**src/rtl/dpu_job_scheduler.sv**
```systemverilog
// dpu_job_scheduler: round-robin front end that feeds one shared data process unit.
// Ports: req/req_a/req_b in, req_ack out; dpu_* stream; resp_* valid/ready; busy, job_cnt, tmo_cnt.
module dpu_job_scheduler #(
  parameter int WIDTH   = 8,
  parameter int DEPTH   = 4,
  parameter int NREQ    = 4,
  parameter int TIMEOUT = 64,
  localparam int IDW = $clog2(NREQ),
  localparam int OW  = NREQ * DEPTH * WIDTH,
  localparam int DW  = 2 * WIDTH * DEPTH
) (
  input  logic              clk,
  input  logic              rstn,
  input  logic [NREQ-1:0]   req,
  input  logic [OW-1:0]     req_a,
  input  logic [OW-1:0]     req_b,
  output logic [NREQ-1:0]   req_ack,
  output logic              dpu_en,
  output logic [WIDTH-1:0]  dpu_a,
  output logic [WIDTH-1:0]  dpu_b,
  input  logic              dpu_valid,
  input  logic [DW-1:0]     dpu_data,
  output logic              resp_valid,
  input  logic              resp_ready,
  output logic [IDW-1:0]    resp_id,
  output logic [DW-1:0]     resp_data,
  output logic              resp_err,
  output logic              busy,
  output logic [15:0]       job_cnt,
  output logic [7:0]        tmo_cnt
);

  localparam int CW = (DEPTH > 1) ? $clog2(DEPTH) : 1;
  localparam int TW = (TIMEOUT > 1) ? $clog2(TIMEOUT) : 1;

  typedef enum logic [2:0] {
    S_IDLE,
    S_ISSUE,
    S_LOAD,
    S_WAIT,
    S_RESP
  } state_t;

  state_t           state;
  logic [IDW-1:0]   last_grant;
  logic [IDW-1:0]   win;
  logic [CW-1:0]    cnt;
  logic [TW-1:0]    wd;
  logic [WIDTH-1:0] opa [DEPTH];
  logic [WIDTH-1:0] opb [DEPTH];

  // First requesting index after last_grant, wrapping.
  always_comb begin
    logic           found;
    logic [IDW-1:0] idx;
    found = 1'b0;
    idx   = '0;
    win   = '0;
    for (int i = 1; i <= NREQ; i++) begin
      idx = IDW'((int'(last_grant) + i) % NREQ);
      if (!found && req[idx]) begin
        found = 1'b1;
        win   = idx;
      end
    end
  end

  always_ff @(posedge clk or negedge rstn) begin
    if (!rstn) begin
      state      <= S_IDLE;
      last_grant <= IDW'(NREQ - 1);
      req_ack    <= '0;
      dpu_en     <= 1'b0;
      dpu_a      <= '0;
      dpu_b      <= '0;
      resp_valid <= 1'b0;
      resp_id    <= '0;
      resp_data  <= '0;
      resp_err   <= 1'b0;
      busy       <= 1'b0;
      job_cnt    <= '0;
      tmo_cnt    <= '0;
      cnt        <= '0;
      wd         <= '0;
      for (int k = 0; k < DEPTH; k++) begin
        opa[k] <= '0;
        opb[k] <= '0;
      end
    end else begin
      req_ack <= '0;
      dpu_en  <= 1'b0;
      unique case (state)
        S_IDLE: begin
          if (|req) begin
            state      <= S_ISSUE;
            busy       <= 1'b1;
            req_ack    <= NREQ'(1) << win;
            dpu_en     <= 1'b1;
            resp_id    <= win;
            last_grant <= win;
            for (int k = 0; k < DEPTH; k++) begin
              opa[k] <= req_a[(int'(win) * DEPTH + k) * WIDTH +: WIDTH];
              opb[k] <= req_b[(int'(win) * DEPTH + k) * WIDTH +: WIDTH];
            end
          end
        end
        S_ISSUE: begin
          state <= S_LOAD;
          cnt   <= '0;
          dpu_a <= opa[0];
          dpu_b <= opb[0];
        end
        // dpu_a/b are registered one cycle ahead of the LOAD slot.
        S_LOAD: begin
          if (cnt == CW'(DEPTH - 1)) begin
            state <= S_WAIT;
            wd    <= '0;
            dpu_a <= '0;
            dpu_b <= '0;
          end else begin
            cnt   <= cnt + CW'(1);
            dpu_a <= opa[cnt + CW'(1)];
            dpu_b <= opb[cnt + CW'(1)];
          end
        end
        // A result arriving on the expiry cycle still wins.
        S_WAIT: begin
          if (dpu_valid) begin
            state      <= S_RESP;
            resp_valid <= 1'b1;
            resp_data  <= dpu_data;
            resp_err   <= 1'b0;
          end else if (wd == TW'(TIMEOUT - 1)) begin
            state      <= S_RESP;
            resp_valid <= 1'b1;
            resp_data  <= '0;
            resp_err   <= 1'b1;
            if (tmo_cnt != 8'hFF) begin
              tmo_cnt <= tmo_cnt + 8'd1;
            end
          end else begin
            wd <= wd + TW'(1);
          end
        end
        S_RESP: begin
          if (resp_ready) begin
            state      <= S_IDLE;
            resp_valid <= 1'b0;
            busy       <= 1'b0;
            job_cnt    <= job_cnt + 16'd1;
          end
        end
        default: state <= S_IDLE;
      endcase
    end
  end

endmodule

```
**config.mk**
```make
export PLATFORM = sky130hd
export DESIGN_NAME = dpu_job_scheduler
export DESIGN_NICKNAME = d
export VERILOG_FILES = /design/src/rtl/dpu_job_scheduler.sv
export SDC_FILE = /design/constraint.sdc
export NUM_CORES = 1
export LEC_CHECK = 0
export CELL_PAD_IN_SITES_DETAIL_PLACEMENT = 1
export CELL_PAD_IN_SITES_GLOBAL_PLACEMENT = 2
export CORE_MARGIN = 3
export CORE_UTILIZATION = 24
export DETAILED_ROUTE_END_ITERATION = 7
export PLACE_DENSITY_LB_ADDON = 0.1
export SETUP_SLACK_MARGIN = 0.3
export SYNTH_ARGS = -nofsm -noshare
export SYNTH_HDL_FRONTEND = slang
export SYNTH_SLANG_ARGS = --single-unit
```
**constraint.sdc**
```tcl
create_clock -name clk -period 2.17 [get_ports clk]
set_input_delay 0.217 -clock clk [delete_from_list [all_inputs] [get_ports clk]]
set_output_delay 0.217 -clock clk [all_outputs]
set_load 0.01 [all_outputs]
```
# Yosys cells after proc, flatten, opt, wreduce, memory -nomap -nowiden
# Cells that the tools add are included.
[totals]
register_bits = 191
in_bits = 328
output_inout_bits = 114
elab_cells = 136
[classes]
add_sub_neg = 11
order_cmp = 5
n_eq_ne = 14
shift = 9
n_mux = 50
n_bitwise = 2
n_reduce_logical = 22
[ops]
columns = ["cell", "count"]
rows = [
  ["128-bit by 32-bit indexed part select with 8-bit output", 3],
  ["128-bit by 9-bit indexed part select with 8-bit output", 3],
  ["128-bit by 8-bit indexed part select with 8-bit output", 2],
  ["64-bit 2-to-1 mux", 2],
  ["8-bit 2-to-1 mux", 6],
  ["8-bit binary-select mux with 2-bit select", 2],
  ["8-bit case mux with 2 select lines", 2],
  ["6-bit 2-to-1 mux", 3],
  ["16-bit by 1-bit adder with 16-bit output, second input constant", 1],
  ["3-bit 2-to-1 mux", 5],
  ["3-bit case mux with 5 select lines", 1],
  ["1-bit 2-to-1 mux", 14],
  ["2-bit by 3-bit less-than comparator with 1-bit output, second input constant", 4],
  ["2-bit inequality test, second input constant", 6],
  ["6-bit case mux with 2 select lines", 1],
  ["4-bit AND reduction", 3],
  ["4-bit by 2-bit adder with 5-bit output, second input constant", 2],
  ["2-bit 2-to-1 mux", 5],
  ["2-bit nonzero test", 5],
  ["8-bit by 1-bit adder with 8-bit output, second input constant", 1],
  ["1-bit binary-select mux with 2-bit select", 4],
  ["4-bit 2-to-1 mux", 2],
  ["8-bit inequality test, second input constant", 1],
  ["2-bit AND reduction", 4],
  ["21 further kinds", 31],
]

# Depth between registers and ports, before layout
[logic_depth]
depth_word = 16
depth_mapped = 9
depth_no_buf = 6

# Least setup slack after synthesis
# No wires, ideal clock.
[synth_path]
path_type = "flip-flop to flip-flop"
startpoint = "reg cnt[1]"
endpoint = "reg dpu_a[0]"
setup_time_ns = 0.137
arrival_ns = 1.826
t_required_ns = 2.033
slack_ns = 0.207
path_stages_with_launch = 7
path_buffers = 2
period_less_slack_ns = 1.963
cell_sequence = "dfrtp_1 ha_1 clkbuf_1 buf_1 mux4_2 a22oi_1 a21oi_1"
[synth_via]
elab_chain_cells = 7
elab_cells_between_ends = 8
classes_between = "add/sub: 1; eq/ne: 1; mux: 5; bitwise: 1"
[synth_lines]
columns = ["item", "line", "rtl"]
rows = [
  ["start, declared", "47", "logic [CW-1:0] cnt;"],
  ["start signal, assigned", "121", "cnt <= cnt + CW'(1);"],
  ["2-bit by 1-bit adder with 2-bit output", "122", "dpu_a <= opa[cnt + CW'(1)];"],
  ["2-bit inverter with 3-bit output (implied by the code)", "122", ""],
  ["8-bit binary-select mux with 2-bit select", "122", ""],
  ["8-bit 2-to-1 mux (implied by the code) (2 in a row)", "122", ""],
  ["8-bit 2-to-1 mux (*)", "115", "if (cnt == CW'(DEPTH - 1)) begin"],
  ["8-bit case mux with 2 select lines (*)", "92", "unique case (state)"],
  ["end signal, assigned", "110", "dpu_a <= opa[0];"],
  ["end signal, assigned", "122", ""],
  ["end, declared", "19", "output logic [WIDTH-1:0] dpu_a,"],
]
# Mark *: on every way between the ends. The rest lies on a longest branch, timed or not. The select of a mux whose other input is x is not followed.
# A chain may end at the register's enable or synchronous reset.

# Worst setup path in the final report
[layout_path]
startpoint = "reg last_grant[0]"
endpoint = "reg opb[6] (netlist name)"
[layout_via]
elab_chain_cells = 15
elab_cells_between_ends = 27
classes_between = "add/sub: 5; shift: 1; mux: 15; reduce/logical: 6"
[layout_lines]
columns = ["item", "line", "rtl"]
rows = [
  ["start, declared", "45", "logic [IDW-1:0] last_grant;"],
  ["start signal, assigned", "71", "last_grant <= IDW'(NREQ - 1);"],
  ["start signal, assigned", "100", "last_grant <= win;"],
  ["2-bit by 1-bit adder with 2-bit output", "60", "idx = IDW'((int'(last_grant) + i) % NREQ);"],
  ["1-bit binary-select mux with 2-bit select", "61", "if (!found && req[idx]) begin"],
  ["1-bit 2-to-1 mux (implied by the code)", "61", ""],
  ["1-bit 2-to-1 mux", "61", ""],
  ["1-bit logical NOT", "61", ""],
  ["1-bit logical AND", "61", ""],
  ["1-bit 2-to-1 mux", "61", ""],
  ["1-bit logical NOT", "61", ""],
  ["1-bit logical AND", "61", ""],
  ["1-bit 2-to-1 mux", "61", ""],
  ["1-bit logical NOT", "61", ""],
  ["1-bit logical AND", "61", ""],
  ["2-bit 2-to-1 mux (*)", "61", ""],
  ["4-bit by 2-bit adder with 5-bit output (*)", "103", "opb[k] <= req_b[(int'(win) * DEPTH + k) * WIDTH +: WIDTH];"],
  ["128-bit by 9-bit indexed part select with 8-bit output (*)", "103", ""],
  ["end signal, assigned by index", "103", ""],
  ["end, declared", "50", "logic [WIDTH-1:0] opb [DEPTH];"],
]
# Marks and branches as above.

==> metrics.txt <==
status complete, no violations; CTS Sinks 191; # port buffers 441; die area 43680 sq um; Total GRT Usage 20.38%; global route overflow 0; Syn Area/Cell 9.715 sq um; pwr dens 1284 nW/um^2; area of the core 40190 sq um; mapped cell area 9889 sq um; max-slew headroom at the worst pin 71.78%; DRT antenna net count 0; Setup CP Type reg -> reg; drt wl/cell 23.17 um; Area contributors post-synth dfrtp_1 48%, a22o_1 6.3%, nand2_1 5.8%, a311oi_1 5.7%, a31oi_1 4.0%; worst skew pair latency 0.45 ns; most common cell after layout, fill and taps aside clkdlybuf4s50_1; H-tree depth 4; post-route minimum period 1.938 ns; # setup viols final 0; ratio of cells with drive above 1 in the final layout 18.12%; Post-Syn Instances 1018; Setup TNS Final 0 ns; Final nets 1820; WL final 47050 um; dpl hpwl 33850 um; fin worst setup slack 0.2321 ns; first-pass GRT wire length 68810 um; Worst Setup End Kind flop; maxcap violations 0; pre-CTS setup slack -0.1327 ns; Initial Util 24.61%; First-pass DRT Iterations 5; Vias 10133; clock skew 0.01156 ns; Least-Margin Pin Slew 0.4194 ns; Area Growth Syn to Fin 73.61%; Hold Path Class in -> async; RSZ-0062 raised after global routing true; VDD IR max 0.0005739 V; post-synth net total 1350; unique cell type count in the Yosys netlist 48; #FFs+latches synth 191; Chip Height 209.0 um; ys async rst share 100.0%; initial antenna violation count 11; Final Cycle Share 89.31%; Ys Warns 0; CP Launch Type flop; Synth top area share 47.82%; most frequent cells in the layout 440 x clkdlybuf4s50_1, 188 x dfrtp_1, 146 x nand2_1; 1st-iter DRT viols 470; worst endpoint required time 2.52 ns; largest fanout on the critical path 6; I/O Pins 442; Rows 73; final hold violation count 0; die width 209.0 um; CTS buffer count 17; maximum clock frequency 0.5160 GHz; DR vias/cell 4.989; Leak Pwr 7.053 nW; CTS Buffer Depth 2; Arrival @ worst endpoint 2.29 ns; largest net degree at the start of global routing 65; vias in the first global route 10869; root buffer selected by CTS clkbuf_16; Seq/Total Area, Yosys 48.36%; Reg clk slew, reported paths 0.08 ns; ys flop type dfrtp_1; pins over their slew limit 0; gpl congestion 0.7601; EDFF count, synth 0; DRC 0; CTS tree yes; most area-hungry cell type in the Yosys netlist dfrtp_1
[power by group]
group,internal [mW],switching (mW),total (mW)
combinational,6.58,5.96,12.5
clock,1.76,1.53,3.29
sequential,5.12,1.10,6.22
total,13.5,8.59,22.0
[repair_timing]
action                                 in CTS  in global routing
gates resized for setup                    36                 81
pin swaps                                  10                 43
gates cloned                                7                  6
setup endpoints to repair                 120                151
setup buffers                              14                 10
hold buffers                                1                  0
endpoints found under the hold margin      39                  0
[final cells by class]
type / count / area, sq um
antenna: 5 / 12.51
clock buffer: 19 / 442.9
clock inverter: 13 / 152.6
fill: 4439 / 23020
inverter: 67 / 256.5
multi-input combinational: 666 / 4966
sequential: 191 / 4783
tap: 525 / 656.9
timing repair buffer: 545 / 5898
[per-layer routing]
layer,share of wire [%],up-vias,GRT usage [%]
met5,0.15,-,0
met1,44,5118,26.77
met3,5.8,47,5.119
met4,1.4,8,4.411
met2,49,296,34.08
li1,-,4664,-
[final timing paths]
path | end | slack, ns | startpoint | cells after the start
worst max-delay path | opb[6] | 0.23 | last_grant[0] | 8
worst min-delay path | opa[17] | 0.29 | rstn | 2
worst max register to register | opb[6] | 0.23 | last_grant[0] | 8
worst min register to register | resp_id[1] | 0.49 | resp_id[1] | 2
max in group asynchronous | last_grant[1] | 1.24 | rstn | 3
min in group clk | opb[6] | 0.34 | req_b[62] | 3
[sequential cells by signal (all words and copies together), names as in the netlist]
name and count:
dpu_en 1, cnt 2, busy 1, resp_id 2, resp_valid 1, req_ack 4
tmo_cnt 8, last_grant 2, dpu_a 8, opb 32, resp_data 64, opa 32
wd 6, state 3, dpu_b 8, resp_err 1, job_cnt 16
[cells by family after synthesis]
logic type | Yosys count | share of synthesized area [%]
buffers and inverters | 161 | 7.072
AO/OA/AOI/OAI | 316 | 25.03
XOR/XNOR | 25 | 2.214
adder cells (fa/ha/maj) | 4 | 0.5061
AND/OR/NAND/NOR | 303 | 12.96
multiplexers | 18 | 3.871
flip-flops | 191 | 48.36
[cell usage after synthesis, types with 2 or more instances]
| cell | number |
|---|---|
| dfrtp_1 | 189 |
| nand2_1 | 154 |
| nor2_1 | 93 |
| a22o_1 | 71 |
| inv_1 | 66 |
| a311oi_1 | 64 |
| a31oi_1 | 64 |
| clkbuf_1 | 60 |
| a211oi_1 | 48 |
| a21oi_1 | 23 |
| buf_2 | 21 |
| xnor2_1 | 20 |
| a211oi_2 | 16 |
| a22oi_1 | 16 |
| mux4_2 | 16 |
| nand3_1 | 10 |
| nor3_1 | 10 |
| buf_6 | 8 |
| nand4_1 | 7 |
| o21ai_0 | 6 |
| nor2b_1 | 5 |
| xor2_1 | 5 |
| and3_1 | 4 |
| and4_1 | 4 |
| buf_1 | 4 |
| ha_1 | 4 |
| nand2b_1 | 3 |
| or2_2 | 3 |
| dfstp_2 | 2 |
| mux2_2 | 2 |
| nor4_1 | 2 |
| o21bai_1 | 2 |
[through the flow]
stage | utilization [%] | hold slack [ns] | area, sq um | instances | total power, mW
CTS | 41.09 | 0.2787 | 16510 | 2010 | 21.34
detailed placement | 38.35 | 0.2029 | 15410 | 1956 | 17.07
global placement | 38.35 | 0.2040 | 15410 | 1956 | 16.91
finish | 42.72 | 0.2888 | 17170 | 2031 | 22.05
floorplan | - | -0.07859 | 9902 | 1018 | 11.70
global route | 42.70 | 0.3134 | 17160 | 2028 | 23.47
[worst max-delay path: stages (launching register included)]
cell and delay [ns]:
dfstp_2 0.58, nor2b_4 0.06, o21ai_4 0.20, and3_4 0.27, buf_12 0.14, buf_8 0.12
clkbuf_16 0.16, a211oi_2 0.08, a311oi_1 0.24
(Power assumes the default switching activity.)
